--- config.mk ---
export PLATFORM = sky130hd
export DESIGN_NAME = edge_detect_multi_flat
export DESIGN_NICKNAME = d
export VERILOG_FILES = /design/src/rtl/edge_detect_pkg.sv /design/src/rtl/edge_detect_multi_if.sv /design/src/rtl/edge_filter_ch.sv /design/src/rtl/edge_detect_multi.sv /design/src/flat_wrapper.sv
export SDC_FILE = /design/constraint.sdc
export NUM_CORES = 1
export LEC_CHECK = 0
export CAP_MARGIN = 20
export CORE_AREA = 2 2 60 62
export DETAILED_ROUTE_END_ITERATION = 8
export DIE_AREA = 0 0 62 64
export GPL_TIMING_DRIVEN = 1
export HOLD_SLACK_MARGIN = 0.05
export PLACE_DENSITY = 0.7
export SYNTH_ARGS = -nofsm -noshare
export SYNTH_HDL_FRONTEND = slang
export SYNTH_SLANG_ARGS = --single-unit
--- constraint.sdc ---
create_clock -name clk_i -period 1.2 [get_ports clk_i]
set_input_delay 0.24 -clock clk_i [delete_from_list [all_inputs] [get_ports clk_i]]
set_output_delay 0.24 -clock clk_i [all_outputs]
set_load 0.02 [all_outputs]
--- src/rtl/edge_detect_pkg.sv ---
//------------------------------------------------------------------------------
// edge_detect_pkg
// Shared constants and helpers for the multi-channel edge detector.
//   DEF_*       : default parameter values used by the interface and modules
//   clog2_min1  : counter width helper, never returns less than 1 bit
//------------------------------------------------------------------------------
`timescale 1ns/100ps
package edge_detect_pkg;

    localparam int   DEF_CH_NUM      = 4;
    localparam int   DEF_SYNC_STAGES = 2;
    localparam int   DEF_FILTER_LEN  = 4;
    localparam logic DEF_INIT_LEVEL  = 1'b0;

    // FILTER_LEN=1 still needs a 1-bit counter so the compare stays legal.
    function automatic int clog2_min1(input int v);
        int r;
        r = $clog2(v);
        return (r < 1) ? 1 : r;
    endfunction

endpackage

--- src/rtl/edge_detect_multi_if.sv ---
//------------------------------------------------------------------------------
// edge_detect_multi_if
// Channel-vector bundle between the edge detector and its user.
//   data_i      : raw input per channel
//   clr_i       : clear sticky flags per channel
//   level_o     : filtered, registered level
//   pos/neg/both_edge_o : 1-cycle edge pulses
//   pos/neg_flag_o      : sticky edge flags
// master = the user side (drives data/clr), slave = the detector.
//------------------------------------------------------------------------------
`timescale 1ns/100ps
interface edge_detect_multi_if
    import edge_detect_pkg::*;
#(
    parameter int CH_NUM = DEF_CH_NUM
);
    logic [CH_NUM-1:0] data_i;
    logic [CH_NUM-1:0] clr_i;
    logic [CH_NUM-1:0] level_o;
    logic [CH_NUM-1:0] pos_edge_o;
    logic [CH_NUM-1:0] neg_edge_o;
    logic [CH_NUM-1:0] both_edge_o;
    logic [CH_NUM-1:0] pos_flag_o;
    logic [CH_NUM-1:0] neg_flag_o;

    modport master (
        output data_i, clr_i,
        input  level_o, pos_edge_o, neg_edge_o, both_edge_o, pos_flag_o, neg_flag_o
    );

    modport slave (
        input  data_i, clr_i,
        output level_o, pos_edge_o, neg_edge_o, both_edge_o, pos_flag_o, neg_flag_o
    );
endinterface

--- src/rtl/edge_filter_ch.sv ---
//------------------------------------------------------------------------------
// edge_filter_ch
// One channel: synchroniser chain, stability-counter debounce, registered
// level, 1-cycle pos/neg pulses and sticky software-clearable flags.
// Ports:
//   clk_i, rst_n_i : clock, async active-low reset
//   i_data         : raw (possibly asynchronous) input
//   i_clr          : clear sticky flags (level, sampled every cycle)
//   o_level        : filtered level
//   o_pos_edge     : pulse on accepted 0->1
//   o_neg_edge     : pulse on accepted 1->0
//   o_pos_flag     : sticky pos-edge flag
//   o_neg_flag     : sticky neg-edge flag
//------------------------------------------------------------------------------
`timescale 1ns/100ps
module edge_filter_ch
    import edge_detect_pkg::*;
#(
    parameter int   SYNC_STAGES = DEF_SYNC_STAGES,
    parameter int   FILTER_LEN  = DEF_FILTER_LEN,
    parameter logic INIT_LEVEL  = DEF_INIT_LEVEL
)(
    input  logic clk_i,
    input  logic rst_n_i,
    input  logic i_data,
    input  logic i_clr,
    output logic o_level,
    output logic o_pos_edge,
    output logic o_neg_edge,
    output logic o_pos_flag,
    output logic o_neg_flag
);

    localparam int             CNT_W    = clog2_min1(FILTER_LEN);
    localparam logic [CNT_W-1:0] CNT_LAST = CNT_W'(FILTER_LEN - 1);

    logic w_s;   // synchronised sample fed to the filter

    generate
        if (SYNC_STAGES == 0) begin : g_nosync
            assign w_s = i_data;
        end else begin : g_sync
            logic [SYNC_STAGES-1:0] r_sync;

            always_ff @(posedge clk_i or negedge rst_n_i) begin
                if (!rst_n_i) begin
                    r_sync <= {SYNC_STAGES{INIT_LEVEL}};
                end else begin
                    r_sync[0] <= i_data;
                    for (int i = 1; i < SYNC_STAGES; i++) begin
                        r_sync[i] <= r_sync[i-1];
                    end
                end
            end

            assign w_s = r_sync[SYNC_STAGES-1];
        end
    endgenerate

    logic             r_level;
    logic [CNT_W-1:0] r_cnt;
    logic             r_pos_edge;
    logic             r_neg_edge;
    logic             r_pos_flag;
    logic             r_neg_flag;

    logic w_diff;
    logic w_accept;
    logic w_pos_next;
    logic w_neg_next;

    // A change is accepted on the FILTER_LEN-th consecutive differing sample;
    // any sample equal to the current level restarts the count.
    assign w_diff     = (w_s != r_level);
    assign w_accept   = w_diff && (r_cnt == CNT_LAST);
    assign w_pos_next = w_accept &  w_s;
    assign w_neg_next = w_accept & ~w_s;

    always_ff @(posedge clk_i or negedge rst_n_i) begin
        if (!rst_n_i) begin
            r_level    <= INIT_LEVEL;
            r_cnt      <= '0;
            r_pos_edge <= 1'b0;
            r_neg_edge <= 1'b0;
            r_pos_flag <= 1'b0;
            r_neg_flag <= 1'b0;
        end else begin
            if (!w_diff) begin
                r_cnt <= '0;
            end else if (w_accept) begin
                r_level <= w_s;
                r_cnt   <= '0;
            end else begin
                r_cnt <= r_cnt + CNT_W'(1);
            end
            r_pos_edge <= w_pos_next;
            r_neg_edge <= w_neg_next;
            // Set has priority over a simultaneous clear so no edge is lost.
            r_pos_flag <= (r_pos_flag & ~i_clr) | w_pos_next;
            r_neg_flag <= (r_neg_flag & ~i_clr) | w_neg_next;
        end
    end

    assign o_level    = r_level;
    assign o_pos_edge = r_pos_edge;
    assign o_neg_edge = r_neg_edge;
    assign o_pos_flag = r_pos_flag;
    assign o_neg_flag = r_neg_flag;

endmodule

--- src/rtl/edge_detect_multi.sv ---
//------------------------------------------------------------------------------
// edge_detect_multi
// CH_NUM independent debounced edge detectors. Each channel synchronises its
// input, filters it and reports level, edge pulses and sticky flags.
// Ports:
//   clk_i   : system clock (rising edge)
//   rst_n_i : asynchronous active-low reset
//   bus     : slave side of edge_detect_multi_if (data_i, clr_i in;
//             level/pulse/flag vectors out)
//------------------------------------------------------------------------------
`timescale 1ns/100ps
module edge_detect_multi
    import edge_detect_pkg::*;
#(
    parameter int   CH_NUM      = DEF_CH_NUM,
    parameter int   SYNC_STAGES = DEF_SYNC_STAGES,
    parameter int   FILTER_LEN  = DEF_FILTER_LEN,
    parameter logic INIT_LEVEL  = DEF_INIT_LEVEL
)(
    input  logic               clk_i,
    input  logic               rst_n_i,
    edge_detect_multi_if.slave bus
);

    logic [CH_NUM-1:0] w_level;
    logic [CH_NUM-1:0] w_pos_edge;
    logic [CH_NUM-1:0] w_neg_edge;
    logic [CH_NUM-1:0] w_pos_flag;
    logic [CH_NUM-1:0] w_neg_flag;

    generate
        for (genvar g = 0; g < CH_NUM; g++) begin : g_ch
            edge_filter_ch #(
                .SYNC_STAGES (SYNC_STAGES),
                .FILTER_LEN  (FILTER_LEN),
                .INIT_LEVEL  (INIT_LEVEL)
            ) u_ch (
                .clk_i      (clk_i),
                .rst_n_i    (rst_n_i),
                .i_data     (bus.data_i[g]),
                .i_clr      (bus.clr_i[g]),
                .o_level    (w_level[g]),
                .o_pos_edge (w_pos_edge[g]),
                .o_neg_edge (w_neg_edge[g]),
                .o_pos_flag (w_pos_flag[g]),
                .o_neg_flag (w_neg_flag[g])
            );
        end
    endgenerate

    assign bus.level_o     = w_level;
    assign bus.pos_edge_o  = w_pos_edge;
    assign bus.neg_edge_o  = w_neg_edge;
    // Both pulses are registered, so the OR is still a clean 1-cycle pulse.
    assign bus.both_edge_o = w_pos_edge | w_neg_edge;
    assign bus.pos_flag_o  = w_pos_flag;
    assign bus.neg_flag_o  = w_neg_flag;

endmodule

--- src/flat_wrapper.sv ---
// flat-port wrapper written by rule: the top's interface ports become plain ports
module edge_detect_multi_flat import edge_detect_pkg::*;
#(
    parameter int   CH_NUM      = DEF_CH_NUM,
    parameter int   SYNC_STAGES = DEF_SYNC_STAGES,
    parameter int   FILTER_LEN  = DEF_FILTER_LEN,
    parameter logic INIT_LEVEL  = DEF_INIT_LEVEL
)
  (clk_i, rst_n_i, bus_data_i, bus_clr_i, bus_level_o, bus_pos_edge_o, bus_neg_edge_o, bus_both_edge_o, bus_pos_flag_o, bus_neg_flag_o);
  edge_detect_multi_if #(.CH_NUM(CH_NUM)) bus_i ();
  input  logic clk_i;
  input  logic rst_n_i;
  input wire logic [$bits(bus_i.data_i)-1:0] bus_data_i;
  input wire logic [$bits(bus_i.clr_i)-1:0] bus_clr_i;
  output wire logic [$bits(bus_i.level_o)-1:0] bus_level_o;
  output wire logic [$bits(bus_i.pos_edge_o)-1:0] bus_pos_edge_o;
  output wire logic [$bits(bus_i.neg_edge_o)-1:0] bus_neg_edge_o;
  output wire logic [$bits(bus_i.both_edge_o)-1:0] bus_both_edge_o;
  output wire logic [$bits(bus_i.pos_flag_o)-1:0] bus_pos_flag_o;
  output wire logic [$bits(bus_i.neg_flag_o)-1:0] bus_neg_flag_o;
  assign bus_i.data_i = bus_data_i;
  assign bus_i.clr_i = bus_clr_i;
  assign bus_level_o = bus_i.level_o;
  assign bus_pos_edge_o = bus_i.pos_edge_o;
  assign bus_neg_edge_o = bus_i.neg_edge_o;
  assign bus_both_edge_o = bus_i.both_edge_o;
  assign bus_pos_flag_o = bus_i.pos_flag_o;
  assign bus_neg_flag_o = bus_i.neg_flag_o;
  edge_detect_multi #(.CH_NUM(CH_NUM), .SYNC_STAGES(SYNC_STAGES), .FILTER_LEN(FILTER_LEN), .INIT_LEVEL(INIT_LEVEL)) u_core (.clk_i(clk_i), .rst_n_i(rst_n_i), .bus(bus_i));
endmodule
==> results.toml, run 1 <==
[routing]
via_per_inst = 4.31
via_count = 775
drtIter0Drc = 21
wl_um = 1990
dr.pass1.iters = 4
routedWlPerCell_um = 11.0
drc = 0
ant_nets = 0

[clocking]
clk_latency_ns = 0.33
cts-root-buf = "clkbuf_4"
cts_hold_buf = 0
cts_sinks = 36
htree_levels = 2
cts_made_buffers = 5
clk_path_buf_depth = 2
cts_tree = "built"
cts_setup_buffers = 0
path_clk_slew_ns = 0.10

[global_route]
grt_max_degree = 37
grt_pass1_wl_um = 3480
antenna_found_initial = 0
grt_usage_pct = 12.5
grt_pass1_vias = 823
grt_overflow = 0

[sta]
worstMarginPinSlew_ns = 0.197
tns_ns = -0.562
hold_viol = 0
rsz0062_at_grt = "yes"
fin_worst_skew_ns = 0.0106
slew_viol_final = 0
fmax_ghz = 0.752
finalCritPeriodShare_pct = 111
period_minus_slack_ns = 1.33
finalSetupViolations = 6
maxSlewHeadroom_pct = 86.7
fin_ws_ns = -0.129

[cells_and_area]
multi_input_area_um2 = 332
fin_area_mm2 = 0.00168
layout_common_cells = "dfrtp_1 (36), buf_2 (17), clkdlybuf4s50_1 (9)"
seqCellArea_um2 = 901
drive_above_1_share_pct = 32.1
synthToLayoutAreaGrowth_pct = 19.9
antennaDiodeCount = 0
finalNetCount = 147
final_common_cell = "dfrtp_1"
fillers = 298

[placement]
gp_congestion = 0.766
dp_hpwl_um = 1460
port_buffers = 33
place_area_mm2 = 0.00169

[yosys]
ys_types = 19
synth_top_area_cell = "dfrtp_1"
ys_top_cells_by_area = "dfrtp_1 (64%), buf_4 (11%), ha_1 (3.6%), o2bb2ai_1 (2.5%), a21o_1 (2.1%)"
syn_inst = 107
yosysWarnings = 0
ys_ff_latch = 36
synth_seq_area_share_pct = 64.4
yosysTopAreaCellShare_pct = 64.4
avgSynthCellArea_um2 = 13.1
netlist_area_mm2 = 0.00140
synth_nets = 121

[worst_setup_path]
critPathLaunchType = "register"
ff2ff_path_depth = 3
required_ns = 0.96
setup.worst_path.end_class = "output port"
path_class = "reg -> out"
cp_data_arrival_time_ns = 1.09
critical_path.max_fanout = 2

[die]
pin_count = 34
rows = 21
die_w_um = 62
start_util_pct = 42.6
die_h_um = 64
fp.coreArea_mm2 = 0.00328
fp.dieArea_mm2 = 0.00397

[power]
vdd_drop_max_uv = 701
p_leak_uw = 0.000923
p_per_area_mw_per_mm2 = 1880

[outcome]
outcome = "complete, but fails checks"
violations = "setup timing"

[hold_path]
hold_path_class = "in -> async"

[flow_run]
cap_violations = 0
## final timing paths
check	to	from	slack, ns
min	u_core.g_ch[2].u_ch.o_level$_DFFE_PN0P_	rst_n_i	0.27
max in group asynchronous	u_core.g_ch[1].u_ch.o_neg_edge$_DFF_PN0_	rst_n_i	0.75
max reg2reg	u_core.g_ch[3].u_ch.o_pos_flag$_DFF_PN0_	u_core.g_ch[3].u_ch.r_cnt[0]$_DFF_PN0_	0.06
min in group clk_i	u_core.g_ch[2].u_ch.g_sync.r_sync[0]$_DFF_PN0_	bus_data_i[2]	0.34
max	bus_both_edge_o[0]	u_core.g_ch[0].u_ch.o_neg_edge$_DFF_PN0_	-0.13
min reg2reg	u_core.g_ch[0].u_ch.g_sync.r_sync[1]$_DFF_PN0_	u_core.g_ch[0].u_ch.g_sync.r_sync[0]$_DFF_PN0_	0.35
## metrics by stage
stage | total power (uW) | std cells | setup WS (ns) | hold WS, ns | util (%)
after floorplan | 2280 | 107 | 0.132 | -0.0556 | -
after global placement | 2590 | 172 | -0.210 | 0.333 | 51.6
after detailed placement | 2640 | 172 | -0.231 | 0.336 | 51.6
after CTS | 3210 | 180 | -0.152 | 0.257 | 51.2
after global routing | 3370 | 180 | -0.178 | 0.275 | 51.1
final | 3150 | 180 | -0.129 | 0.269 | 51.1
## worst max-delay path, stage by stage, from the launching register on
cell     delay, ns
dfrtp_1       0.39
or2_4         0.25
buf_6         0.13
## cells in the mapped netlist (all sizes together)
master   count
xnor2        3
nor2         4
mux2         1
nor3         3
o21ai        3
buf         20
dfrtp       36
ha           4
nor3b        1
o2bb2ai      4
or2          4
and2         1
and3b        4
xor2         1
inv          7
a21o         4
nor2b        3
nand2        4
## state kept, by name (all words and copies together), names as in the netlist
| name | count |
|---|---|
| u_core.g_ch.u_ch.g_sync.r_sync | 8 |
| u_core.g_ch.u_ch.r_cnt | 8 |
| u_core.g_ch.u_ch.o_level | 4 |
| u_core.g_ch.u_ch.o_neg_edge | 4 |
| u_core.g_ch.u_ch.o_neg_flag | 4 |
| u_core.g_ch.u_ch.o_pos_edge | 4 |
| u_core.g_ch.u_ch.o_pos_flag | 4 |
## repair_timing
item,CTS,global route
pin swaps,1,1
endpoints found under the setup margin,24,7
gates resized for setup,105,1
## kinds of logic after synthesis
family          Yosys count  synth area share (%)
compound gates           11                  5.72
xor+xnor                  4                  2.50
fa+ha+maj                 4                  3.58
buf+inv                  27                  12.6
flops                    36                  64.4
mux                       1                 0.805
simple gates             24                  10.4
## power breakdown
part           switching (uW)  leakage [uW]  total [uW]  internal [uW]
sequential                118      0.000468        1560           1450
clock                     354     0.0000326         643            289
combinational             492      0.000423         947            455
total                     964      0.000923        3150           2190
## per-layer routing
layer	GRT usage [%]	wire, um	part of all wire [%]	vias up
met5	0	0	0	-
met4	6.38	15	0.75	0
met3	5.47	115	5.8	2
met2	21.0	1060	53	22
met1	12.4	800	40	368
li1	-	-	-	383
## area by class of cell
type / instances / area share [%]
repair buffers: 39 / 18.0
flip-flops and latches: 36 / 53.7
multi-input cells: 44 / 19.8
inverters: 7 / 1.57
clock buffers: 8 / 3.50
well taps: 46 / 3.43
(Power assumes the default switching activity.)
==> run 2, diff against run 1 <==
- SLEW_MARGIN: not set -> 30
==> results of run 2 <==
Final layout, timing and power as in run 1 (identical DEF).
==> run 3, diff against run 2 <==
--- a/config.mk
+++ b/config.mk
@@ -8,4 +8,5 @@
 export CAP_MARGIN = 20
 export CORE_AREA = 2 2 60 62
+export CTS_BUF_LIST = sky130_fd_sc_hd__clkbuf_4 sky130_fd_sc_hd__clkbuf_8
 export DETAILED_ROUTE_END_ITERATION = 8
 export DIE_AREA = 0 0 62 64
==> constraint.sdc (replaced) <==
create_clock -name clk_i -period 1.2 [get_ports clk_i]
set_input_delay 0.24 -clock clk_i [delete_from_list [all_inputs] [get_ports clk_i]]
set_output_delay 0.24 -clock clk_i [all_outputs]
set_load 0.05 [all_outputs]
==> run 3 against run 2 <==
Against the previous run: the run still ends with setup timing left; clock skew is 0.0065 ns lower; non-clock buffer count is 13 higher; sequential share of layout area decreased by 11 points; flip-flop and latch count is the same; count of clock-buffer cells in the layout down 1; critical path depth is the same; worst hold slack worse by 0.0067 ns; core utilization grew 14 points; combinational power increased by 83%; register-to-register slack is essentially flat; cell count up 6.7%; largest cell class unchanged; largest power group is now combinational cells; highest routed layer unchanged.
==> results.toml, run 3 (same netlist as run 1, synthesis figures left out) <==
[clocking]
cts_hold_buf = 0
htree_levels = 2
clk_latency_ns = 0.33
path_clk_slew_ns = 0.10
cts_made_buffers = 5
clk_path_buf_depth = 2
cts-root-buf = "clkbuf_4"
cts_sinks = 36
cts_tree = "built"

[sta]
fmax_ghz = 0.718
finalSetupViolations = 12
finalCritPeriodShare_pct = 116
maxSlewHeadroom_pct = 85.8
fin_ws_ns = -0.193
rsz0062_at_grt = "yes"
hold_viol = 0
slew_viol_final = 0
worstMarginPinSlew_ns = 0.212
period_minus_slack_ns = 1.39
fin_worst_skew_ns = 0.00409

[worst_setup_path]
cp_top_family = "flip-flops"
slowest_delay_ns = 0.41
crit_buf_inv = 1
slowest_stage = "dfrtp_1"
setup.worst_path.end_class = "output port"
cp_data_arrival_time_ns = 1.15
critical_path.max_fanout = 2
path_class = "reg -> out"
worstPathCellList = "or2_4 > buf_8"
critPathLaunchType = "register"
required_ns = 0.96

[global_route]
grt_pass1_vias = 924
grt_max_degree = 37
antenna_found_initial = 0
grt_usage_pct = 14.9
grt_pass1_wl_um = 4060
grt_overflow = 0

[placement]
gp_congestion = 0.748
pre_cts_slack_ns = 0.0695
port_buffers = 33
place_area_mm2 = 0.00185
dp_hpwl_um = 1650

[outcome]
violations = "setup timing"
outcome = "complete, but fails checks"

[cells_and_area]
finalNetCount = 160
layout_common_cells = "dfrtp_1 (32), buf_12 (21), buf_4 (10)"
synthToLayoutAreaGrowth_pct = 51.9
antennaDiodeCount = 0
seqCellArea_um2 = 906
fin_area_mm2 = 0.00212
final_util_pct = 64.7
drive_above_1_share_pct = 43.2
fillers = 245
multi_input_area_um2 = 334
final_common_cell = "dfrtp_1"
reg_top3 = "u_core.g_ch.u_ch.g_sync.r_sync (8), u_core.g_ch.u_ch.r_cnt (8)"

[die]
die_h_um = 64
fp.dieArea_mm2 = 0.00397
pin_count = 34
die_w_um = 62
fp.coreArea_mm2 = 0.00328
rows = 21
start_util_pct = 42.6

[routing]
routedWlPerCell_um = 13.4
via_per_inst = 4.42
drc = 0
drtIter0Drc = 18
wl_um = 2570
ant_nets = 0
via_count = 849
dr.pass1.iters = 4

[power]
total_power_uw = 4070
vdd_drop_max_uv = 790
p_per_area_mw_per_mm2 = 1920
p_leak_uw = 0.00106

[flow_run]
cap_violations = 0

[hold_path]
hold_path_class = "in -> async"
==> run 3: cell type report <==
cell class	count	share of cell area, %
clock buffer	7	3.06
inverter	7	1.24
multi-input combinational	44	15.7
sequential	36	42.6
tap	46	2.71
timing repair buffer	52	34.6
==> run 3: per-layer routing <==
metal / share of wire [%] / vias to the layer above / track usage [%]
li1: - / 405 / -
met1: 34 / 409 / 14.0
met2: 57 / 25 / 25.5
met3: 5.1 / 10 / 5.67
met4: 4.0 / 0 / 9.31
met5: 0 / - / 0
==> run 3: path summary, 6_finish.rpt <==
kind / from / to / slack, ns / cells past startpoint
worst max-delay path: u_core.g_ch[3].u_ch.o_pos_edge$_DFF_PN0_ / bus_both_edge_o[3] / -0.19 / 2
worst min-delay path: rst_n_i / u_core.g_ch[2].u_ch.o_level$_DFFE_PN0P_ / 0.26 / 2
worst max register to register: u_core.g_ch[0].u_ch.r_cnt[0]$_DFF_PN0_ / u_core.g_ch[0].u_ch.o_neg_flag$_DFF_PN0_ / 0.07 / 3
worst min register to register: u_core.g_ch[0].u_ch.g_sync.r_sync[0]$_DFF_PN0_ / u_core.g_ch[0].u_ch.g_sync.r_sync[1]$_DFF_PN0_ / 0.36 / 0
max in group asynchronous: rst_n_i / u_core.g_ch[1].u_ch.o_level$_DFFE_PN0P_ / 0.74 / 2
min in group clk_i: bus_data_i[1] / u_core.g_ch[1].u_ch.g_sync.r_sync[0]$_DFF_PN0_ / 0.34 / 1
==> run 3: power breakdown <==
group	internal (uW)	switching, uW	leakage, uW	total (uW)
registers	1460	186	0.000463	1650
clock network	332	366	0.0000374	698
logic	873	854	0.000559	1730
==> run 3: metrics by stage <==
step | instances | hold slack (ns) | setup TNS, ns
2_1_floorplan | 107 | -0.0556 | 0
3_3_place_gp | 168 | 0.333 | 0
3_5_place_dp | 168 | 0.336 | 0
4_1_cts | 186 | 0.253 | -1.17
5_1_grt | 192 | 0.277 | -1.97
6_report | 192 | 0.263 | -1.35
==> run 3: what timing repair did <==
| item | in CTS | in global routing |
|---|---|---|
| pin swaps | 3 | 1 |
| setup buffers | 11 | 6 |
| resized for setup | 18 | 7 |
| endpoints found under the hold margin | 0 | 0 |
| setup endpoints to repair | 9 | 21 |
